[src/rtl/vend_sequencer_pkg.sv]
// Shared types and constants for the vending transaction controller.
// Coin values, default prices, the 9-bit cents type and the controller state enum.
package vend_pkg;

    typedef logic [8:0] cents_t;

    localparam cents_t NICKEL  = 9'd5;
    localparam cents_t DIME    = 9'd10;
    localparam cents_t QUARTER = 9'd25;

    localparam int PRICE0_DEF      = 25;
    localparam int PRICE1_DEF      = 50;
    localparam int PRICE2_DEF      = 65;
    localparam int PRICE3_DEF      = 100;
    localparam int MAX_CREDIT_DEF  = 195;
    localparam int TIMEOUT_CYC_DEF = 1000;
    localparam int GAP_CYC_DEF     = 2;

    typedef enum logic [2:0] {
        IDLE,
        COLLECT,
        DISPENSE,
        CHANGE,
        GAP
    } state_t;

    // Rise vector is ordered {quarter, dime, nickel}; anything but a single rise is worth nothing.
    function automatic cents_t coinValue(input logic [2:0] rise);
        case (rise)
            3'b001:  coinValue = NICKEL;
            3'b010:  coinValue = DIME;
            3'b100:  coinValue = QUARTER;
            default: coinValue = '0;
        endcase
    endfunction

endpackage

[src/rtl/vend_sequencer_if.sv]
// Coin, selection and mechanism signals between the vending controller and its surroundings.
interface vend_sequencer_if;
    import vend_pkg::*;

    logic       N;
    logic       D;
    logic       Q;
    logic       sel_valid;
    logic [1:0] sel;
    logic       cancel;
    cents_t     credit;
    logic       busy;
    logic       coin_reject;
    logic       sel_nack;
    logic       vend;
    logic [1:0] vend_id;
    logic       chg_q;
    logic       chg_d;
    logic       chg_n;

    modport slave (
        input  N, D, Q, sel_valid, sel, cancel,
        output credit, busy, coin_reject, sel_nack, vend, vend_id, chg_q, chg_d, chg_n
    );

    modport master (
        output N, D, Q, sel_valid, sel, cancel,
        input  credit, busy, coin_reject, sel_nack, vend, vend_id, chg_q, chg_d, chg_n
    );

endinterface

[src/rtl/vend_sequencer_change_dispenser.sv]
// Greedy change payout: one coin pulse, then GAP_CYC quiet cycles, until the loaded amount is gone.
module change_dispenser
    import vend_pkg::*;
#(
    parameter int GAP_CYC = GAP_CYC_DEF
) (
    input  logic   Clk,
    input  logic   rst,
    input  logic   load_i,
    input  cents_t amount_i,
    output logic   chgQ_o,
    output logic   chgD_o,
    output logic   chgN_o,
    output logic   payNext_o,
    output logic   done_o
);

    localparam int GW = (GAP_CYC > 1) ? $clog2(GAP_CYC) : 1;

    state_t         phase_q, phase_d;
    cents_t         amt_q, amt_d;
    logic [GW-1:0]  gapCnt_q, gapCnt_d;
    logic           gapLast;

    assign gapLast = (gapCnt_q == GW'(GAP_CYC - 1));

    always_ff @(posedge Clk) begin
        if (rst) begin
            phase_q  <= IDLE;
            amt_q    <= '0;
            gapCnt_q <= '0;
        end else begin
            phase_q  <= phase_d;
            amt_q    <= amt_d;
            gapCnt_q <= gapCnt_d;
        end
    end

    // payNext_o/done_o tell the controller, in the last quiet cycle, whether another coin follows.
    always_comb begin
        phase_d   = phase_q;
        amt_d     = amt_q;
        gapCnt_d  = gapCnt_q;
        chgQ_o    = 1'b0;
        chgD_o    = 1'b0;
        chgN_o    = 1'b0;
        payNext_o = 1'b0;
        done_o    = 1'b0;
        case (phase_q)
            IDLE: begin
                if (load_i && (amount_i != '0)) begin
                    amt_d   = amount_i;
                    phase_d = CHANGE;
                end
            end
            CHANGE: begin
                gapCnt_d = '0;
                phase_d  = GAP;
                if (amt_q >= QUARTER) begin
                    chgQ_o = 1'b1;
                    amt_d  = amt_q - QUARTER;
                end else if (amt_q >= DIME) begin
                    chgD_o = 1'b1;
                    amt_d  = amt_q - DIME;
                end else begin
                    chgN_o = 1'b1;
                    amt_d  = (amt_q > NICKEL) ? (amt_q - NICKEL) : '0;
                end
            end
            GAP: begin
                if (gapLast) begin
                    if (amt_q != '0) begin
                        payNext_o = 1'b1;
                        phase_d   = CHANGE;
                    end else begin
                        done_o  = 1'b1;
                        phase_d = IDLE;
                    end
                end else begin
                    gapCnt_d = gapCnt_q + 1'b1;
                end
            end
            default: phase_d = IDLE;
        endcase
    end

endmodule

[src/rtl/vend_sequencer.sv]
// Vending transaction controller: coin edge detection, credit, selection, vend strobe and refunds.
module vend_sequencer
    import vend_pkg::*;
#(
    parameter int PRICE0      = PRICE0_DEF,
    parameter int PRICE1      = PRICE1_DEF,
    parameter int PRICE2      = PRICE2_DEF,
    parameter int PRICE3      = PRICE3_DEF,
    parameter int MAX_CREDIT  = MAX_CREDIT_DEF,
    parameter int TIMEOUT_CYC = TIMEOUT_CYC_DEF,
    parameter int GAP_CYC     = GAP_CYC_DEF
) (
    input  logic           Clk,
    input  logic           rst,
    vend_sequencer_if.slave bus
);

    localparam int TW = $clog2(TIMEOUT_CYC + 1);

    state_t        state_q, state_d;
    cents_t        credit_q, credit_d;
    cents_t        change_q, change_d;
    logic [TW-1:0] timer_q, timer_d;
    logic [1:0]    vendId_q, vendId_d;
    logic          coinReject_q, coinReject_d;
    logic          selNack_q, selNack_d;
    logic          nPrev_q, dPrev_q, qPrev_q;

    logic [2:0]    rise;
    logic          anyRise, oneRise, fits, timerDone;
    logic [9:0]    sum;
    cents_t        price;
    logic          dispLoad, dispPayNext, dispDone;
    cents_t        dispAmount;

    assign rise      = {bus.Q & ~qPrev_q, bus.D & ~dPrev_q, bus.N & ~nPrev_q};
    assign anyRise   = |rise;
    assign oneRise   = $onehot(rise);
    assign sum       = {1'b0, credit_q} + {1'b0, coinValue(rise)};
    assign fits      = (sum <= 10'(MAX_CREDIT));
    assign timerDone = (timer_q == TW'(TIMEOUT_CYC - 1));

    always_comb begin
        case (bus.sel)
            2'd0:    price = cents_t'(PRICE0);
            2'd1:    price = cents_t'(PRICE1);
            2'd2:    price = cents_t'(PRICE2);
            default: price = cents_t'(PRICE3);
        endcase
    end

    always_ff @(posedge Clk) begin
        if (rst) begin
            state_q      <= IDLE;
            credit_q     <= '0;
            change_q     <= '0;
            timer_q      <= '0;
            vendId_q     <= '0;
            coinReject_q <= 1'b0;
            selNack_q    <= 1'b0;
            nPrev_q      <= 1'b0;
            dPrev_q      <= 1'b0;
            qPrev_q      <= 1'b0;
        end else begin
            state_q      <= state_d;
            credit_q     <= credit_d;
            change_q     <= change_d;
            timer_q      <= timer_d;
            vendId_q     <= vendId_d;
            coinReject_q <= coinReject_d;
            selNack_q    <= selNack_d;
            nPrev_q      <= bus.N;
            dPrev_q      <= bus.D;
            qPrev_q      <= bus.Q;
        end
    end

    // Any coin edge is rejected unless a branch below explicitly credits it.
    always_comb begin
        state_d      = state_q;
        credit_d     = credit_q;
        change_d     = change_q;
        timer_d      = timer_q;
        vendId_d     = vendId_q;
        coinReject_d = anyRise;
        selNack_d    = 1'b0;
        dispLoad     = 1'b0;
        dispAmount   = change_q;
        case (state_q)
            IDLE: begin
                credit_d  = '0;
                selNack_d = bus.sel_valid;
                if (oneRise && fits) begin
                    credit_d     = sum[8:0];
                    timer_d      = '0;
                    coinReject_d = 1'b0;
                    state_d      = COLLECT;
                end
            end
            COLLECT: begin
                if (bus.cancel || (!anyRise && !bus.sel_valid && timerDone)) begin
                    selNack_d  = bus.sel_valid;
                    dispLoad   = 1'b1;
                    dispAmount = credit_q;
                    credit_d   = '0;
                    state_d    = CHANGE;
                end else if (anyRise) begin
                    timer_d   = '0;
                    selNack_d = bus.sel_valid;
                    if (oneRise && fits) begin
                        credit_d     = sum[8:0];
                        coinReject_d = 1'b0;
                    end
                end else if (bus.sel_valid) begin
                    timer_d = '0;
                    if (credit_q >= price) begin
                        change_d = credit_q - price;
                        vendId_d = bus.sel;
                        credit_d = '0;
                        state_d  = DISPENSE;
                    end else begin
                        selNack_d = 1'b1;
                    end
                end else begin
                    timer_d = timer_q + 1'b1;
                end
            end
            DISPENSE: begin
                credit_d = '0;
                dispLoad = 1'b1;
                state_d  = (change_q == '0) ? IDLE : CHANGE;
            end
            CHANGE: state_d = GAP;
            GAP: begin
                if (dispDone) begin
                    credit_d = '0;
                    state_d  = IDLE;
                end else if (dispPayNext) begin
                    state_d = CHANGE;
                end
            end
            default: state_d = IDLE;
        endcase
    end

    change_dispenser #(
        .GAP_CYC(GAP_CYC)
    ) uDispenser (
        .Clk       (Clk),
        .rst       (rst),
        .load_i    (dispLoad),
        .amount_i  (dispAmount),
        .chgQ_o    (bus.chg_q),
        .chgD_o    (bus.chg_d),
        .chgN_o    (bus.chg_n),
        .payNext_o (dispPayNext),
        .done_o    (dispDone)
    );

    assign bus.credit      = credit_q;
    assign bus.busy        = (state_q == DISPENSE) || (state_q == CHANGE) || (state_q == GAP);
    assign bus.vend        = (state_q == DISPENSE);
    assign bus.vend_id     = vendId_q;
    assign bus.coin_reject = coinReject_q;
    assign bus.sel_nack    = selNack_q;

endmodule

[src/flat_wrapper.sv]
// flat-port wrapper written by rule: the top's interface ports become plain ports
module vend_sequencer_flat import vend_pkg::*;
#(
    parameter int PRICE0      = PRICE0_DEF,
    parameter int PRICE1      = PRICE1_DEF,
    parameter int PRICE2      = PRICE2_DEF,
    parameter int PRICE3      = PRICE3_DEF,
    parameter int MAX_CREDIT  = MAX_CREDIT_DEF,
    parameter int TIMEOUT_CYC = TIMEOUT_CYC_DEF,
    parameter int GAP_CYC     = GAP_CYC_DEF
)
  (Clk, rst, bus_N, bus_D, bus_Q, bus_sel_valid, bus_sel, bus_cancel, bus_credit, bus_busy, bus_coin_reject, bus_sel_nack, bus_vend, bus_vend_id, bus_chg_q, bus_chg_d, bus_chg_n);
  vend_sequencer_if bus_i ();
  input  logic Clk;
  input  logic rst;
  input wire logic [$bits(bus_i.N)-1:0] bus_N;
  input wire logic [$bits(bus_i.D)-1:0] bus_D;
  input wire logic [$bits(bus_i.Q)-1:0] bus_Q;
  input wire logic [$bits(bus_i.sel_valid)-1:0] bus_sel_valid;
  input wire logic [$bits(bus_i.sel)-1:0] bus_sel;
  input wire logic [$bits(bus_i.cancel)-1:0] bus_cancel;
  output wire logic [$bits(bus_i.credit)-1:0] bus_credit;
  output wire logic [$bits(bus_i.busy)-1:0] bus_busy;
  output wire logic [$bits(bus_i.coin_reject)-1:0] bus_coin_reject;
  output wire logic [$bits(bus_i.sel_nack)-1:0] bus_sel_nack;
  output wire logic [$bits(bus_i.vend)-1:0] bus_vend;
  output wire logic [$bits(bus_i.vend_id)-1:0] bus_vend_id;
  output wire logic [$bits(bus_i.chg_q)-1:0] bus_chg_q;
  output wire logic [$bits(bus_i.chg_d)-1:0] bus_chg_d;
  output wire logic [$bits(bus_i.chg_n)-1:0] bus_chg_n;
  assign bus_i.N = bus_N;
  assign bus_i.D = bus_D;
  assign bus_i.Q = bus_Q;
  assign bus_i.sel_valid = bus_sel_valid;
  assign bus_i.sel = bus_sel;
  assign bus_i.cancel = bus_cancel;
  assign bus_credit = bus_i.credit;
  assign bus_busy = bus_i.busy;
  assign bus_coin_reject = bus_i.coin_reject;
  assign bus_sel_nack = bus_i.sel_nack;
  assign bus_vend = bus_i.vend;
  assign bus_vend_id = bus_i.vend_id;
  assign bus_chg_q = bus_i.chg_q;
  assign bus_chg_d = bus_i.chg_d;
  assign bus_chg_n = bus_i.chg_n;
  vend_sequencer #(.PRICE0(PRICE0), .PRICE1(PRICE1), .PRICE2(PRICE2), .PRICE3(PRICE3), .MAX_CREDIT(MAX_CREDIT), .TIMEOUT_CYC(TIMEOUT_CYC), .GAP_CYC(GAP_CYC)) u_core (.Clk(Clk), .rst(rst), .bus(bus_i));
endmodule
[config.mk]
export PLATFORM = sky130hd
export DESIGN_NAME = vend_sequencer_flat
export DESIGN_NICKNAME = d
export VERILOG_FILES = /design/src/rtl/vend_sequencer_pkg.sv /design/src/rtl/vend_sequencer_if.sv /design/src/rtl/vend_sequencer_change_dispenser.sv /design/src/rtl/vend_sequencer.sv /design/src/flat_wrapper.sv
export SDC_FILE = /design/constraint.sdc
export NUM_CORES = 1
export LEC_CHECK = 0
export ABC_CLOCK_PERIOD_IN_PS = 7000
export BUFFER_PORTS_ARGS = -buffer_cell sky130_fd_sc_hd__buf_2
export CELL_PAD_IN_SITES_DETAIL_PLACEMENT = 1
export CELL_PAD_IN_SITES_GLOBAL_PLACEMENT = 2
export CORE_UTILIZATION = 39
export CTS_CLUSTER_SIZE = 25
export DETAILED_ROUTE_END_ITERATION = 8
export PLACE_DENSITY_LB_ADDON = 0.1
export SLEW_MARGIN = 20
export SYNTH_ARGS = -nofsm -noshare
export SYNTH_HDL_FRONTEND = slang
export SYNTH_SLANG_ARGS = --single-unit
[constraint.sdc]
create_clock -name Clk -period 7 [get_ports Clk]
set_clock_uncertainty 0.15 [all_clocks]
set_input_delay 0.35 -clock Clk [delete_from_list [all_inputs] [get_ports Clk]]
set_output_delay 0.35 -clock Clk [all_outputs]
set_load 0.05 [all_outputs]
==> results of run 1 <==
state kept, by name, summed over array words and instances, names as in the netlist, 2 cells and up:
signal,count
u_core.bus.credit,9
u_core.bus.vend_id,2
u_core.change_q,9
u_core.state_q,3
u_core.timer_q,10
u_core.uDispenser.amt_q,9
u_core.uDispenser.phase_q,2
critical path, cell delays in order, from the launching register on:
cell,delay (ns)
dfxtp_1,0.33
nand2b_1,0.15
inv_1,0.10
or3_1,0.38
inv_1,0.09
or2_2,0.10
ha_1,0.15
inv_1,0.06
fa_1,0.38
nand2b_1,0.21
a21boi_1,0.39
nor4_1,0.10
a211oi_1,0.33
o211ai_1,0.29
o31ai_2,0.69
mux2i_1,0.16
stage by stage:
stage	hold slack, ns	worst slack (ns)	total power [mW]	std cells	utilization, %
after CTS	0.1136	2.766	0.8374	640	43.20
after global placement	0.3160	2.883	0.6118	633	42.04
after global routing	0.1167	2.343	0.8778	640	43.20
after floorplan	0.3047	3.438	0.5504	497	-
after detailed placement	0.3313	2.686	0.6186	633	42.04
final	0.1203	2.773	0.8276	640	43.20
cell usage after synthesis (2+ instances only):
cell type | n | share of area (%)
or4_1 | 5 | 0.96
clkbuf_1 | 19 | 1.8
nand3b_1 | 2 | 0.38
o31ai_2 | 2 | 0.64
o2111ai_1 | 3 | 0.67
a31oi_1 | 7 | 1.1
nand4_1 | 4 | 0.64
o221ai_1 | 5 | 1.1
nor2_1 | 41 | 3.9
o221a_1 | 2 | 0.58
and3_1 | 7 | 1.1
nor3_1 | 13 | 1.7
nor3_2 | 4 | 1.0
dfxtp_1 | 50 | 26
o22ai_1 | 4 | 0.64
o211ai_1 | 4 | 0.77
o21a_1 | 9 | 1.7
o31ai_1 | 2 | 0.38
nand2b_1 | 14 | 2.2
buf_6 | 3 | 0.87
nor2b_1 | 12 | 1.9
a22o_1 | 3 | 0.67
nor2_2 | 2 | 0.32
a211oi_1 | 9 | 1.7
a21oi_1 | 28 | 3.6
nand2_1 | 27 | 2.6
mux2_2 | 6 | 1.7
or3_1 | 11 | 1.8
and2_1 | 7 | 1.1
xor2_1 | 5 | 1.1
inv_1 | 37 | 3.6
mux2i_1 | 9 | 2.3
o41a_1 | 3 | 0.87
o31a_1 | 6 | 1.3
xnor2_1 | 6 | 1.3
o21ai_0 | 31 | 4.0
a21o_1 | 4 | 0.77
o21ai_1 | 2 | 0.26
fa_1 | 3 | 1.5
or2_2 | 6 | 0.96
buf_2 | 3 | 0.38
nor3b_1 | 4 | 0.77
ha_1 | 25 | 8.0
nor4_1 | 8 | 1.3
nand3_1 | 18 | 2.3
area by class of cell:
type	count	area [um2]	share of cell area, %
Multi-Input combinational cell	384	2635	62.70
Sequential cell	50	1001	23.82
Tap cell	133	166.4	3.960
Timing Repair Buffer	28	145.1	3.453
Inverter	38	142.6	3.394
Clock buffer	6	82.58	1.965
Clock inverter	1	30.03	0.7145
power groups by stage:
| stage | Clock [mW] | Sequential, mW | Combinational [mW] |
|---|---|---|---|
| after floorplan | 0 | 0.323 | 0.227 |
| after global placement | 0 | 0.327 | 0.285 |
| after detailed placement | 0 | 0.328 | 0.290 |
| after CTS | 0.224 | 0.322 | 0.292 |
| after global routing | 0.233 | 0.325 | 0.320 |
| final | 0.216 | 0.322 | 0.290 |
metal layers:
metal  wire (um)  share of wire (%)  GRT usage (%)
met1        5587                 50          29.99
met2        5194                 47          37.79
met3         220                2.0          2.804
met4         112                1.0          5.385
met5           0                  0              0
logic make-up after synthesis:
kind of cell	Yosys count	share of synthesized area, %
AOI/OAI and AO/OA	140	25.10
xor gates and xnor gates	11	2.471
adders and majority gates	28	9.564
buffers and inverters	63	6.739
DFF	50	25.67
muxes	15	4.044
and+or+nand+nor	190	26.41
final timing paths:
| path | endpoint | cells past startpoint | slack (ns) |
|---|---|---|---|
| worst max-delay path | u_core.timer_q[0] | 15 | 2.77 |
| worst min-delay path | u_core.dPrev_q | 2 | 0.12 |
| worst max register to register | u_core.timer_q[0] | 15 | 2.77 |
| worst min register to register | u_core.change_q[5] | 2 | 0.34 |
==> results.toml, run 1 <==
[logic_synthesis]
async_reset_ff_share_pct = 0
syn_area_um2 = 3899
ys_seq_elements = 50
syn-num-nets = 534
avgSynthCellArea_um2 = 7.845
yosysWarnings = 0
dominantRegCellSynth = "dfxtp_1"
synthCells = 497
synth_cell_types = 67
synth-edff-count = 0
ys_seq_area_share_pct = 25.67

[run]
maxCapViolCount = 0

[sta]
fin_crit_ns = 4.227
hold_viol_final = 0
fin_crit_sh_pct = 60.39
slew_violations = 0
tns_ns = 0
setup_viol = 0
rsz0062_at_grt = "false"
fmax_mhz = 236.6
worst_pin_slew_ns = 1.041
maxSlewHeadroom_pct = 30.21

[routing]
initialDrtViolationCount = 104
dr.pass1.iters = 4
viasPerCell = 5.623
wirelength_um = 11110
wire_per_inst_um = 17.36
ant_nets = 0
vias = 3599
drcViolationCount = 0

[cts]
ctsResizeCount = 0
cts_tree = "yes"
numCtsBuffers = 5
cts.clk_slew.worst_paths_ns = 0.10
htreeDepth = 2
clk_latency_ns = 0.30
clock-root-buffer = "clkbuf_8"
cts.sinks = 50
cts_hold_repair.buffers = 0
cts_setup_buffers = 0
max-clock-path-buffers = 2

[pwr]
leakage_nw = 1.637
sw_frac_of_total_pct = 37.95
vdd_drop_max_v = 0.00008262
powerDensity_nw_per_um2 = 196.9
clkPwrFrac_pct = 26.1
combinationalPowerShare_pct = 35.0
sequentialPowerShare_pct = 38.9
p_switching_mw = 0.3141
internal-power_mw = 0.5135

[die]
die_w_um = 102.0
rows = 36
fp.coreArea_um2 = 9729
start_util_pct = 40.07
die_h_um = 102.0
boundaryPins = 27
die-area_um2 = 10400

[worst_setup_path]
critPathRequiredTime_ns = 7.01
worstSetupStartpointType = "flop"
crit_start = "u_core.nPrev_q"
end_kind = "flop"
crit_fanout = 10
path_class = "flop to flop"
rr_startpoint = "u_core.nPrev_q"
cp_data_arrival_time_ns = 4.24

[layout]
fill_cells = 1235
nets = 544
final_common_cell = "dfxtp_1"
drive_gt1_share_pct = 12.03
layout_common_cells = "50 x dfxtp_1, 41 x nor2_1, 37 x inv_1, 31 x o21ai_0, 28 x a21oi_1"
synthToLayoutAreaGrowth_pct = 7.798
antenna_cells = 0
final_area_um2 = 4203

[run_status]
outcome = "complete, no violations"

[place]
gp_congestion = 0.8172
place_hpwl_um = 8382
io_buffers = 26
dpl_cell_area_um2 = 4090

[global_routing]
grt_pass1_vias = 3540
grt_pass1_wl_um = 18130
grt_usage_pct = 22.28
grt_max_degree = 36
grt-ovfl-total = 0
antenna_found_initial = 0

[worst_hold_path]
hold_class = "input port to flop"
holdCritStartpoint = "bus_D"
No activity file was read; power rests on OpenSTA's default activity.
==> run 2: changes to the inputs <==
Settings changed: ABC_CLOCK_PERIOD_IN_PS 7000 to 4100, CORE_UTILIZATION 39 to 37.
Clock period 7 ns to 4.1 ns, I/O delays scaled along.
==> results.toml, run 2 (same netlist as run 1, synthesis figures left out) <==
[die]
die-area_um2 = 10950
die_w_um = 104.7
start_util_pct = 37.94
die_h_um = 104.7
boundaryPins = 27
fp.coreArea_um2 = 10280
rows = 37

[worst_hold_path]
hold_class = "input port to flop"

[sta]
fmax_mhz = 262.4
slew_violations = 0
fin_crit_ns = 3.812
tns_ns = 0
fin_crit_sh_pct = 92.97
whs_ns = 0.04567
rsz0062_at_grt = "false"
hold_viol_final = 0
worst_pin_slew_ns = 0.7154
setup_viol = 0
maxSlewHeadroom_pct = 51.90

[routing]
initialDrtViolationCount = 147
drcViolationCount = 0
dr.pass1.iters = 4
wire_per_inst_um = 17.06
viasPerCell = 5.593
wirelength_um = 11160
vias = 3658
ant_nets = 0

[global_routing]
grt.met3_usage_pct = 3.182
busiest_layer = "met2"
grt_pass1_wl_um = 18530
grt_usage_pct = 21.09
antenna_found_initial = 0
met1_usage_pct = 27.68
grt_max_degree = 36
grt-ovfl-total = 0
use_met2_pct = 35.81
grt_pass1_vias = 3587

[place]
gp_congestion = 0.8415
io_buffers = 26
place_hpwl_um = 8556

[run_status]
outcome = "complete, no violations"

[cts]
clock-root-buffer = "clkbuf_8"
numCtsBuffers = 5
htreeDepth = 2
cts.sinks = 50
cts_tree = "yes"
cts.clk_slew.worst_paths_ns = 0.10
clk_latency_ns = 0.31
max-clock-path-buffers = 2

[worst_setup_path]
rr_startpoint = "u_core.nPrev_q"
end_kind = "flop"
r2r_end = "u_core.bus.credit[5]"
path_class = "flop to flop"
worstSetupStartpointType = "flop"
crit_start = "u_core.nPrev_q"
reg2reg_slack_ns = 0.29
reg2reg_depth = 16
crit_fanout = 7
crit_path_end = "u_core.bus.credit[5]"
cp_data_arrival_time_ns = 3.90
critPathRequiredTime_ns = 4.19

[layout]
synthToLayoutAreaGrowth_pct = 9.435
nets = 554
final_common_cell = "dfxtp_1"
regMostFlops = "u_core.timer_q"
fill_cells = 1289
largest_reg_flops = 10
drive_gt1_share_pct = 13.32
layout_common_cells = "50 x dfxtp_1, 41 x nor2_1, 37 x inv_1, 31 x o21ai_0, 28 x a21oi_1"
antenna_cells = 0

[pwr]
leakage_nw = 1.672
vdd_drop_max_v = 0.0001606
powerDensity_nw_per_um2 = 318.8

[run]
maxCapViolCount = 0
## run 2: critical path, stage by stage (launching register included)
cell,delay [ns]
dfxtp_1,0.31
nand2b_1,0.14
inv_1,0.10
or3_1,0.38
inv_1,0.08
or2_2,0.11
ha_1,0.16
inv_1,0.06
fa_1,0.38
nand2b_1,0.22
a21boi_2,0.29
nor4_1,0.09
a211oi_1,0.33
o211ai_1,0.14
buf_4,0.18
o41a_1,0.45
o221ai_1,0.18
## run 2: worst min path at each step
stage             startpoint                     to  depth (start not counted)
2_1_floorplan          bus_D         u_core.dPrev_q                          1
3_3_place_gp           bus_D         u_core.dPrev_q                          2
3_5_place_dp           bus_D         u_core.dPrev_q                          2
4_1_cts           bus_sel[0]  u_core.bus.vend_id[0]                          3
5_1_grt        bus_sel_valid    u_core.bus.sel_nack                          2
6_report          bus_sel[0]  u_core.bus.vend_id[0]                          3
## run 2: routing by layer
layer  vias up  wire (um)
li1       1846          -
met1      1754       5434
met2        45       5230
met3        13        321
met4         0        172
met5         -          0
## run 2: power breakdown
part	switching (mW)	total (mW)	internal, mW
registers	0.0383	0.545	0.507
logic	0.325	0.513	0.188
clock network	0.181	0.302	0.121
total	0.544	1.36	0.816
## run 2: final cells by class
type	count	area (um2)	share of cell area, %
multi-input combinational	384	2639	61.85
clock inverter	2	13.76	0.3226
timing repair buffer	38	227.7	5.337
inverter	38	142.6	3.343
tap	136	170.2	3.988
sequential	50	1001	23.46
clock buffer	6	72.57	1.701
## run 2: timing repair
action                                 4_1_cts  5_1_grt
buffers inserted                             0        1
setup endpoints to repair                    0       20
endpoints found under the hold margin        3        0
hold buffers                                 3        0
resized for setup                            0        1
## run 2: per-stage QoR
stage | setup WS (ns) | total power, mW | instances | util, % | area (um2)
CTS | 0.06910 | 1.375 | 653 | 41.40 | 4255
global placement | 0.3025 | 1.058 | 642 | 40.27 | 4139
global route | 0.06660 | 1.449 | 654 | 41.51 | 4267
finish | 0.2884 | 1.360 | 654 | 41.51 | 4267
detailed placement | 0.1450 | 1.067 | 642 | 40.27 | 4139
floorplan | 0.6002 | 0.9397 | 497 | - | 3899
==> run 3: changes to the inputs <==
Settings changed: ABC_CLOCK_PERIOD_IN_PS 4100 to 3250, CORE_UTILIZATION 37 to 33.
Clock period 4.1 ns to 3.25 ns, I/O delays scaled along.
==> results.toml, run 3 (same netlist as run 1, synthesis figures left out) <==
[worst_setup_path]
cp_cell_sequence = "nand2b_4 > inv_2 > or3_4 > inv_2 > or2_4 > ha_4 > inv_2 > fa_2 > nand2b_4 > a21boi_4 > buf_6 > nor4_2 > a211oi_2 > o211ai_1 > buf_4 > o41a_1 > o221ai_1"
worstSetupStartpointType = "flop"
cp_data_arrival_time_ns = 3.58
path_buf_inv = 5
path_class = "flop to flop"
crit_family = "compound AO/OA/AOI/OAI gates"
critPathSlowestCell = "or3_4"
cp_common_cell = "inv_2"
critPathRequiredTime_ns = 3.32
cp_slowest_stage_delay_ns = 0.38
end_kind = "flop"
crit_fanout = 5

[cts]
cts_tree = "yes"
numCtsBuffers = 5
cts.sinks = 50
cts.clk_slew.worst_paths_ns = 0.07
htreeDepth = 2
clock-root-buffer = "clkbuf_16"
clk_latency_ns = 0.31
max-clock-path-buffers = 2

[layout]
synthToLayoutAreaGrowth_pct = 26.73
layoutNonFillerInstCount = 712
antenna_cells = 0
final_common_cell = "buf_4"
layout_common_cells = "55 x buf_4, 49 x dfxtp_1, 41 x nor2_1, 34 x inv_1"
fin_util_pct = 43.09
final_area_um2 = 4941
regMostFlops = "u_core.timer_q"
largest_reg_flops = 10
nets = 605
drive_gt1_share_pct = 26.19

[global_routing]
antenna_found_initial = 0
grt-ovfl-total = 0
grt_pass1_wl_um = 20780
grt_pass1_vias = 3954
grt_usage_pct = 21.05
grt_max_degree = 35

[pwr]
vdd_drop_max_v = 0.0002521
powerDensity_nw_per_um2 = 408.6
leakage_nw = 1.997

[die]
die-area_um2 = 12250
boundaryPins = 27
rows = 39
fp.coreArea_um2 = 11470
die_h_um = 110.7
start_util_pct = 34.00
die_w_um = 110.7

[worst_hold_path]
hold_class = "input port to flop"

[sta]
slew_violations = 0
rsz0062_at_grt = "true"
setup_viol = 22
worst_slack_ns = -0.2636
fin_crit_ns = 3.514
maxSlewHeadroom_pct = 50.71
worst_pin_slew_ns = 0.7394
fin_crit_sh_pct = 108.1
fmax_mhz = 284.6
hold_viol_final = 0

[routing]
ant_nets = 0
wirelength_um = 12680
wire_per_inst_um = 17.80
vias = 3813
initialDrtViolationCount = 167
viasPerCell = 5.355
drcViolationCount = 0
dr.pass1.iters = 4

[run_status]
outcome = "finished with violations"
violations = "setup timing"

[place]
dpl.cell_count = 682
io_buffers = 26
dpl_cell_area_um2 = 4448
place_hpwl_um = 9402
gp_congestion = 0.7973
preCtsSetupSlack_ns = -0.2603

[run]
maxCapViolCount = 0
-- run 3: through the flow --
step,setup TNS [ns],hold slack (ns),total power [mW]
5_1_grt,-6.662,0.03573,2.142
3_3_place_gp,-0.8681,0.2471,1.400
3_5_place_dp,-4.668,0.2474,1.410
4_1_cts,-1.495,0.006622,2.016
2_1_floorplan,0,0.1407,1.193
6_report,-4.472,0.005981,2.019
-- run 3: layout make-up --
type,count,area (um2)
fillers,1386,6526
multi-input cells,384,2824
flip-flops and latches,50,1002
repair buffers,89,638.1
well taps,143,178.9
inverters,38,142.6
clock buffers,6,138.9
clock inverters,2,16.27
-- run 3: where the power goes --
| group | switching (mW) | leakage, nW | internal (mW) |
|---|---|---|---|
| combinational | 0.473 | 1.52 | 0.299 |
| sequential | 0.0324 | 0.405 | 0.640 |
| clock | 0.265 | 0.0735 | 0.310 |
| total | 0.771 | 2.00 | 1.25 |
-- run 3: tightest hold or removal path: stages --
cell     delay [ns]
buf_2          0.12
mux2i_1        0.07
nor2_1         0.07
-- run 3: worst paths after layout --
kind	depth (start not counted)	endpoint	startpoint	slack, ns
setup reg to reg	17	u_core.bus.credit[6]	u_core.nPrev_q	-0.26
setup / recovery	17	u_core.bus.credit[6]	u_core.nPrev_q	-0.26
hold / removal	3	u_core.bus.vend_id[0]	bus_sel[0]	0.006
hold reg to reg	2	u_core.timer_q[1]	u_core.timer_q[1]	0.32
-- run 3: layer usage --
layer | vias to the layer above | track usage, % | wire length (um)
li1 | 1939 | - | -
met1 | 1830 | 27.58 | 6204
met2 | 37 | 36.40 | 6098
met3 | 7 | 3.280 | 256
met4 | 0 | 4.444 | 117
met5 | - | 0 | 0
-- run 3: timing repair --
action	in CTS	in global routing
endpoints found under the hold margin	3	0
setup endpoints to repair	22	30
hold buffers	3	0
pin swaps	8	12
setup buffers	15	5
resized for setup	22	19
